### config.mk
export PLATFORM = sky130hd
export DESIGN_NAME = jtframe_romrq_arb
export DESIGN_NICKNAME = d
export VERILOG_FILES = /design/src/rtl/jtframe_romrq_arb.sv
export SDC_FILE = /design/constraint.sdc
export NUM_CORES = 1
export LEC_CHECK = 0
export BUFFER_PORTS_ARGS = -buffer_cell sky130_fd_sc_hd__buf_2
export CAP_MARGIN = 20
export CORE_MARGIN = 10
export CORE_UTILIZATION = 42
export CTS_CLUSTER_DIAMETER = 60
export CTS_CLUSTER_SIZE = 20
export DETAILED_ROUTE_END_ITERATION = 6
export GPL_ROUTABILITY_DRIVEN = 0
export PLACE_DENSITY = 0.85
export SLEW_MARGIN = 40
export SYNTH_ARGS = -nofsm -noshare
export SYNTH_HDL_FRONTEND = slang
export SYNTH_SLANG_ARGS = --single-unit
### constraint.sdc
create_clock -name clk -period 3.8 [get_ports clk]
set_input_delay 0.57 -clock clk [delete_from_list [all_inputs] [get_ports clk]]
set_output_delay 0.57 -clock clk [all_outputs]
set_load 0.02 [all_outputs]
### src/rtl/jtframe_romrq_arb.sv
`default_nettype none
// ============================================================================
// Module   : jtframe_romrq_arb
// Purpose  : Shares one SDRAM read channel among four jtframe_romrq-style
//            clients. One requester is granted at a time. Its address is
//            latched and the read is issued to the SDRAM controller. Burst
//            data and strobes are broadcast back to the clients. A one-hot
//            we bus marks the owner. Arbitration resumes after the burst.
// Revision : 1.0 - initial release
// ----------------------------------------------------------------------------
// Parameters
//   SDRAMW      SDRAM word-address width
//   FIXED       0 = round-robin, 1 = fixed priority (slot 0 highest)
// Ports
//   clk, rst                  clock, synchronous active-high reset
//   slot0..3_addr  [in]       client word addresses
//   slot_req       [in]  4    client requests (bit i = client i)
//   slot_we        [out] 4    one-hot owner select
//   dst, din_ok    [out]      data-start / data-ready strobes, gated by busy
//   dout           [out] 16   read data, straight from sdram_din
//   sdram_addr     [out]      latched owner address
//   sdram_rd       [out]      read request to controller
//   sdram_ack/dst/rdy [in]    controller handshake and burst strobes
//   sdram_din      [in]  16   controller read data
// ============================================================================
module jtframe_romrq_arb #(
    parameter int SDRAMW = 22,
    parameter int FIXED  = 0
) (
    input  logic              clk,
    input  logic              rst,
    input  logic [SDRAMW-1:0] slot0_addr,
    input  logic [SDRAMW-1:0] slot1_addr,
    input  logic [SDRAMW-1:0] slot2_addr,
    input  logic [SDRAMW-1:0] slot3_addr,
    input  logic [3:0]        slot_req,
    output logic [3:0]        slot_we,
    output logic              dst,
    output logic              din_ok,
    output logic [15:0]       dout,
    output logic [SDRAMW-1:0] sdram_addr,
    output logic              sdram_rd,
    input  logic              sdram_ack,
    input  logic              sdram_dst,
    input  logic              sdram_rdy,
    input  logic [15:0]       sdram_din
);

    typedef enum logic [1:0] {
        ST_IDLE      = 2'd0,
        ST_WAIT_ACK  = 2'd1,
        ST_WAIT_DATA = 2'd2
    } state_t;

    state_t            state_q;
    logic [1:0]        ptr_q;
    logic [3:0]        slot_we_q;
    logic              sdram_rd_q;
    logic [SDRAMW-1:0] addr_q;

    logic              win_vld;
    logic [1:0]        win_idx;
    logic [1:0]        scan_idx;
    logic [SDRAMW-1:0] win_addr;
    logic [1:0]        ptr_d;
    logic              busy;

    // Winner search. The scan runs from the highest offset down so that the
    // lowest offset with a request is the last assignment and therefore wins.
    // Round-robin offsets are relative to ptr_q; fixed priority uses the
    // absolute slot index.
    always_comb begin
        win_vld  = 1'b0;
        win_idx  = 2'd0;
        scan_idx = 2'd0;
        for (int i = 3; i >= 0; i--) begin
            if (FIXED != 0) begin
                scan_idx = 2'(i);
            end else begin
                scan_idx = ptr_q + 2'(i);
            end
            if (slot_req[scan_idx]) begin
                win_vld = 1'b1;
                win_idx = scan_idx;
            end
        end
    end

    always_comb begin
        win_addr = slot0_addr;
        case (win_idx)
            2'd0:    win_addr = slot0_addr;
            2'd1:    win_addr = slot1_addr;
            2'd2:    win_addr = slot2_addr;
            default: win_addr = slot3_addr;
        endcase
    end

    // 2-bit arithmetic wraps slot 3 back to 0.
    assign ptr_d = win_idx + 2'd1;

    always_ff @(posedge clk) begin
        if (rst) begin
            state_q    <= ST_IDLE;
            ptr_q      <= 2'd0;
            slot_we_q  <= 4'd0;
            sdram_rd_q <= 1'b0;
            addr_q     <= '0;
        end else begin
            case (state_q)
                ST_IDLE: begin
                    if (win_vld) begin
                        addr_q     <= win_addr;
                        slot_we_q  <= 4'b0001 << win_idx;
                        sdram_rd_q <= 1'b1;
                        if (FIXED == 0) begin
                            ptr_q <= ptr_d;
                        end
                        state_q    <= ST_WAIT_ACK;
                    end else begin
                        slot_we_q  <= 4'd0;
                        sdram_rd_q <= 1'b0;
                    end
                end
                // The read is committed once issued: a client dropping req
                // here does not cancel it. The burst must complete so that
                // the controller and the arbiter stay in step.
                ST_WAIT_ACK: begin
                    if (sdram_ack) begin
                        sdram_rd_q <= 1'b0;
                        if (sdram_rdy) begin
                            slot_we_q <= 4'd0;
                            state_q   <= ST_IDLE;
                        end else begin
                            state_q   <= ST_WAIT_DATA;
                        end
                    end
                end
                ST_WAIT_DATA: begin
                    if (sdram_rdy) begin
                        slot_we_q <= 4'd0;
                        state_q   <= ST_IDLE;
                    end
                end
                default: begin
                    slot_we_q  <= 4'd0;
                    sdram_rd_q <= 1'b0;
                    state_q    <= ST_IDLE;
                end
            endcase
        end
    end

    // Strobes are gated while idle so a stray controller pulse cannot reach
    // a client. busy is already high in the ack cycle, so a dst that
    // coincides with ack is forwarded.
    assign busy       = (state_q != ST_IDLE);
    assign dst        = sdram_dst & busy;
    assign din_ok     = sdram_rdy & busy;
    assign dout       = sdram_din;
    assign slot_we    = slot_we_q;
    assign sdram_rd   = sdram_rd_q;
    assign sdram_addr = addr_q;

endmodule
`default_nettype wire

* Word level (Yosys, flattened, before mapping)
Cells that the tools add are included.
** Cells by class
- Magnitude comparators :: 4
- Shifts and indexed selects :: 1
- Bitwise operators :: 3
- Equality and inequality tests :: 7
- Muxes and demuxes :: 29
- Reductions and logical operators :: 6
- Add/subtract/negate cells :: 4
** Operators with widths (count)
- $pmux 22 s3 :: 1
- $mux 2 :: 8
- $lt 2x3->1 const B :: 4
- $mux 4 :: 3
- $pmux 4 s3 :: 1
- $mux 1 :: 10
- $bmux 1 s2 :: 4
- $ne 2x2->1 const B :: 3
- $pmux 2 s3 :: 1
- $add 2x1->2 const B :: 2
- $add 2x2->2 const B :: 2
- $eq 2x1->1 const B :: 2
- $eq 2x2->1 const B :: 2
- $logic_not 2->1 :: 2
- $reduce_and 2->1 :: 2
- $shl 1x2->4 const A :: 1
- $pmux 1 s3 :: 1
- $reduce_and 3->1 :: 1
- $and 1x1->1 :: 2
- $reduce_bool 2->1 :: 1
- $not 1->1 :: 1
** Word-level totals
- Input bits :: 113
- Output and inout bits :: 45
- Logic and storage cells :: 59
- Register bits after elaboration :: 31

* Longest topological paths before layout
- Word-level depth :: 10
- Mapped depth :: 9
- Mapped depth without buffers :: 8

* Worst setup path before layout
No wires, ideal clock.
- Path type :: input to register
- Start point :: in slot_req[2]
- End point :: reg addr_q[0] (netlist: sdram_addr[0])
- Path buffers :: 2
- Path slack :: 1.492 ns
- Data required time :: 3.683 ns
- Stages on the path :: 8
- Arrival time :: 2.191 ns
- Setup time :: 0.117 ns
- Cell sequence :: inv_1 o221ai_1 a21oi_1 ha_1 clkbuf_1 clkbuf_1 mux2i_1 a22o_1
** On the way
- Cells in the longest elaborated chain, start to end :: 8
- Elaborated cells on any way between the ends :: 21
- Classes of those cells :: 2 x eq/ne; 17 x mux; 2 x reduce/logical
** Ends and longest elaborated chain
- start: declaration :: RTL line 36 : input logic [3:0] slot_req,
- $bmux 1 s2 :: RTL line 82 : if (slot_req[scan_idx]) begin
- $mux 1 (implied by the code) :: RTL line 82
- $mux 2 (4 in series) :: RTL line 82
- $eq 2x2->1 (tied with other cells) :: RTL line 91 : case (win_idx)
- $pmux 22 s3 :: RTL line 91
- end signal: assignment :: RTL line 113 : addr_q <= win_addr;
- end: declaration :: RTL line 59 : logic [SDRAMW-1:0] addr_q;
Parallel ways exist; a longest one is shown, timed or not. The select of a mux whose other input is x is not followed.
A chain may end at the register's enable or synchronous reset.

* Worst setup path in the final report
- Start point :: in slot_req[0]
- End point :: reg addr_q[9] (netlist: sdram_addr[9])
Same word-level chain as after synthesis.

==> flow_metrics.env <==
export IMPL_clkTransAtPathRegs_ps=60
export IMPL_p_comb_share_pct=44.7
export IMPL_peakVddDrop_uv=315
export IMPL_wl_per_cell_um=17.8
export IMPL_intPower_uw=798
export IMPL_row_count=24
export IMPL_place_area_um2=2470
export IMPL_portBuffers=125
export IMPL_holdPathStages=2
export IMPL_die_h_um=88.4
export IMPL_path_max_fanout=13
export IMPL_power_density_nw_per_um2=494
export IMPL_syn_area_per_cell_um2=9.09
export IMPL_synth_cells=216
export IMPL_synth_edf_count=0
export IMPL_worstReg2RegEnd="sdram_addr[9]"
export IMPL_clkLatencyLatePin_ps=270
export IMPL_grt_max_degree=24
export IMPL_ff2ff_path_depth=8
export IMPL_cts_buffers=5
export IMPL_crit_type="primary input to register"
export IMPL_layout_area_overhead_vs_synth_pct=31.4
export IMPL_synthTopCellsByArea="dfxtp_1, mux2i_1, a222oi_1, a22o_1, buf_4"
export IMPL_syn_num_nets=337
export IMPL_finalPower_uw=1270
export IMPL_slowest_delay_ps=390
export IMPL_critPathRequiredTime_ps=3960
export IMPL_reg2reg_from="ptr_q[1]"
export IMPL_n_fill_cell=397
export IMPL_h_tree_depth=2
export IMPL_leakage_uw=0.00135
export IMPL_ctsResizeCount=0
export IMPL_worst_setup_path_end_kind="register"
export IMPL_relSlewSlack_pct=65.6
export IMPL_hold_path_end="slot_we[0]"
export IMPL_final_antenna_net_count=0
export IMPL_first_global_vias=2054
export IMPL_r2r_slack_ps=1410
export IMPL_yosys_top_cells_count="dfxtp_1, inv_1, mux2i_1"
export IMPL_fmax_mhz=411
export IMPL_ys_flop_type="dfxtp_1"
export IMPL_die_x_um=88.4
export IMPL_clockBufferDepth=2
export IMPL_status="complete, no violations"
export IMPL_design_area_um2=2580
export IMPL_finalHoldViolations=0
export IMPL_synth_distinct_cells=28
export IMPL_synth_warning_count=0
export IMPL_cp_cell_sequence="buf_2 > inv_1 > o221ai_1 > a21oi_1 > inv_1 > ha_1 > buf_6 > a222oi_1 > mux2i_1 > a22o_1"
export IMPL_grt_use_total_pct=15.6
export IMPL_fin_worst_skew_ps=5.68
export IMPL_ys_ff_latch=31
export IMPL_gr_total_overflow=0
export IMPL_p_sw_uw=475
export IMPL_ys_seq_area_share_pct=31.6
export IMPL_post_cts_setup_buffers=0
export IMPL_layout_nets=440
export IMPL_start_util_pct=44.2
export IMPL_core_area_um2=4440
export IMPL_min_period_ps=2430
export IMPL_drv_cap=0
export IMPL_netlist_area_um2=1960
export IMPL_grt_pass1_wl_um=9910
export IMPL_synth_largest_area_cell="dfxtp_1"
export IMPL_via_per_inst=5.51
export IMPL_swShare_pct=37.3
export IMPL_drt_pass1_iterations=7
export IMPL_numClockSinks=31
export IMPL_cts_hold_buf=0
export IMPL_drc=0
export IMPL_final_setup_tns_ps=0
export IMPL_worstSetupStartpointType="primary input"
export IMPL_crit_arrival_ps=2600
export IMPL_async_reset_ff_share_pct=0
export IMPL_fin_crit_sh_pct=64.0
export IMPL_crit_top_cell="inv_1"
export IMPL_min_from="slot_we[0]"
export IMPL_wl_um=6620
export IMPL_ios=158
export IMPL_setup_viol_count_final=0
export IMPL_antenna_cells=0
export IMPL_rsz0062_at_grt="false"
export IMPL_cts_tree="yes"
export IMPL_seq_area_um2=621
export IMPL_dr_first_iter_drc_count=168
export IMPL_tightest_slew_ps=511
export IMPL_p_clk_share_pct=21.8
export IMPL_holdCritPathClass="register to register"
export IMPL_drive_above_1_share_pct=43.8
export IMPL_multi_input_area_um2=1030
export IMPL_vias=2050
export IMPL_p_seq_share_pct=33.5
export IMPL_hpwl_um=5220
export IMPL_die_area_um2=7810
export IMPL_antenna_found_initial=0
export IMPL_slowest_stage="ha_1"
export IMPL_cts_root_buf="clkbuf_8"
export IMPL_drv_slew=0
export IMPL_yosys_area_top_type_share_pct=31.6
## worst max-delay path by stage
| stage | start | slack (ps) | to |
|---|---|---|---|
| after floorplan | slot_req[2] | 1490 | sdram_addr[0] |
| after global placement | slot_req[0] | 1100 | sdram_addr[9] |
| after detailed placement | slot_req[0] | 1000 | sdram_addr[9] |
| after CTS | slot_req[0] | 1300 | sdram_addr[6] |
| after global routing | slot_req[2] | 1150 | sdram_addr[9] |
| final | slot_req[0] | 1370 | sdram_addr[9] |
## cells in the final DEF, fill, tap and decap left out, types with 5 or more instances in the layout
cell / count
mux2i_1: 23
a21oi_1: 10
nand2_1: 8
buf_2: 125
dfxtp_1: 31
a222oi_1: 22
inv_1: 31
a22o_1: 22
ha_1: 6
nor2_1: 5
clkbuf_8: 7
nand3_1: 5
## state kept, by name (all words and copies together), names as in the netlist
signal      cells
ptr_q           2
sdram_addr     22
sdram_rd        1
slot_we         4
state_q         2
## per-layer routing
layer  vias to the layer above  global-route usage [%]  part of all wire (%)
met1                       930                    17.4                    40
met4                         0                    4.70                  0.65
met2                       118                    26.3                    46
met5                         -                       0                     0
met3                         8                    6.99                    14
li1                        994                       -                     -
## through the flow
step	hold slack [ps]	utilization [%]	cells	worst slack [ps]
after CTS	454	57.9	372	1300
after floorplan	466	-	216	1490
final	453	58.0	372	1370
after global routing	468	58.0	372	1150
after global placement	442	55.3	363	1100
after detailed placement	445	55.7	364	998
## cell type report
type,count,share of cell area [%]
Clock buffer,8,3.88
Sequential cell,31,24.1
Tap cell,52,2.52
Timing Repair Buffer,127,25.0
Inverter,31,4.51
Multi-Input combinational cell,123,40.0
## cell families (layout without fill, tap and decap cells)
logic type      count (synthesis)  in the layout  share of synthesized area (%)
mux                            23             23                           11.7
flops                          31             31                           31.6
buf+inv                        62            166                           16.4
fa+ha+maj                       8              8                           5.10
compound gates                 64             64                           27.5
simple gates                   28             28                           7.65
## worst max-delay path: cells and delay by family
family | cells | cell delay [ps]
adder cells (fa/ha/maj) | 1 | 390
buffers and inverters | 4 | 540
AO/OA/AOI/OAI | 4 | 970
multiplexers | 1 | 110
## power by group through the flow
stage / Combinational (uW) / Sequential, uW / Clock (uW)
after global routing: 622 / 433 / 299
final: 568 / 427 / 278
after detailed placement: 568 / 431 / 0
after global placement: 547 / 430 / 0
after floorplan: 345 / 499 / 0
after CTS: 569 / 425 / 285
(Power assumes the default switching activity.)
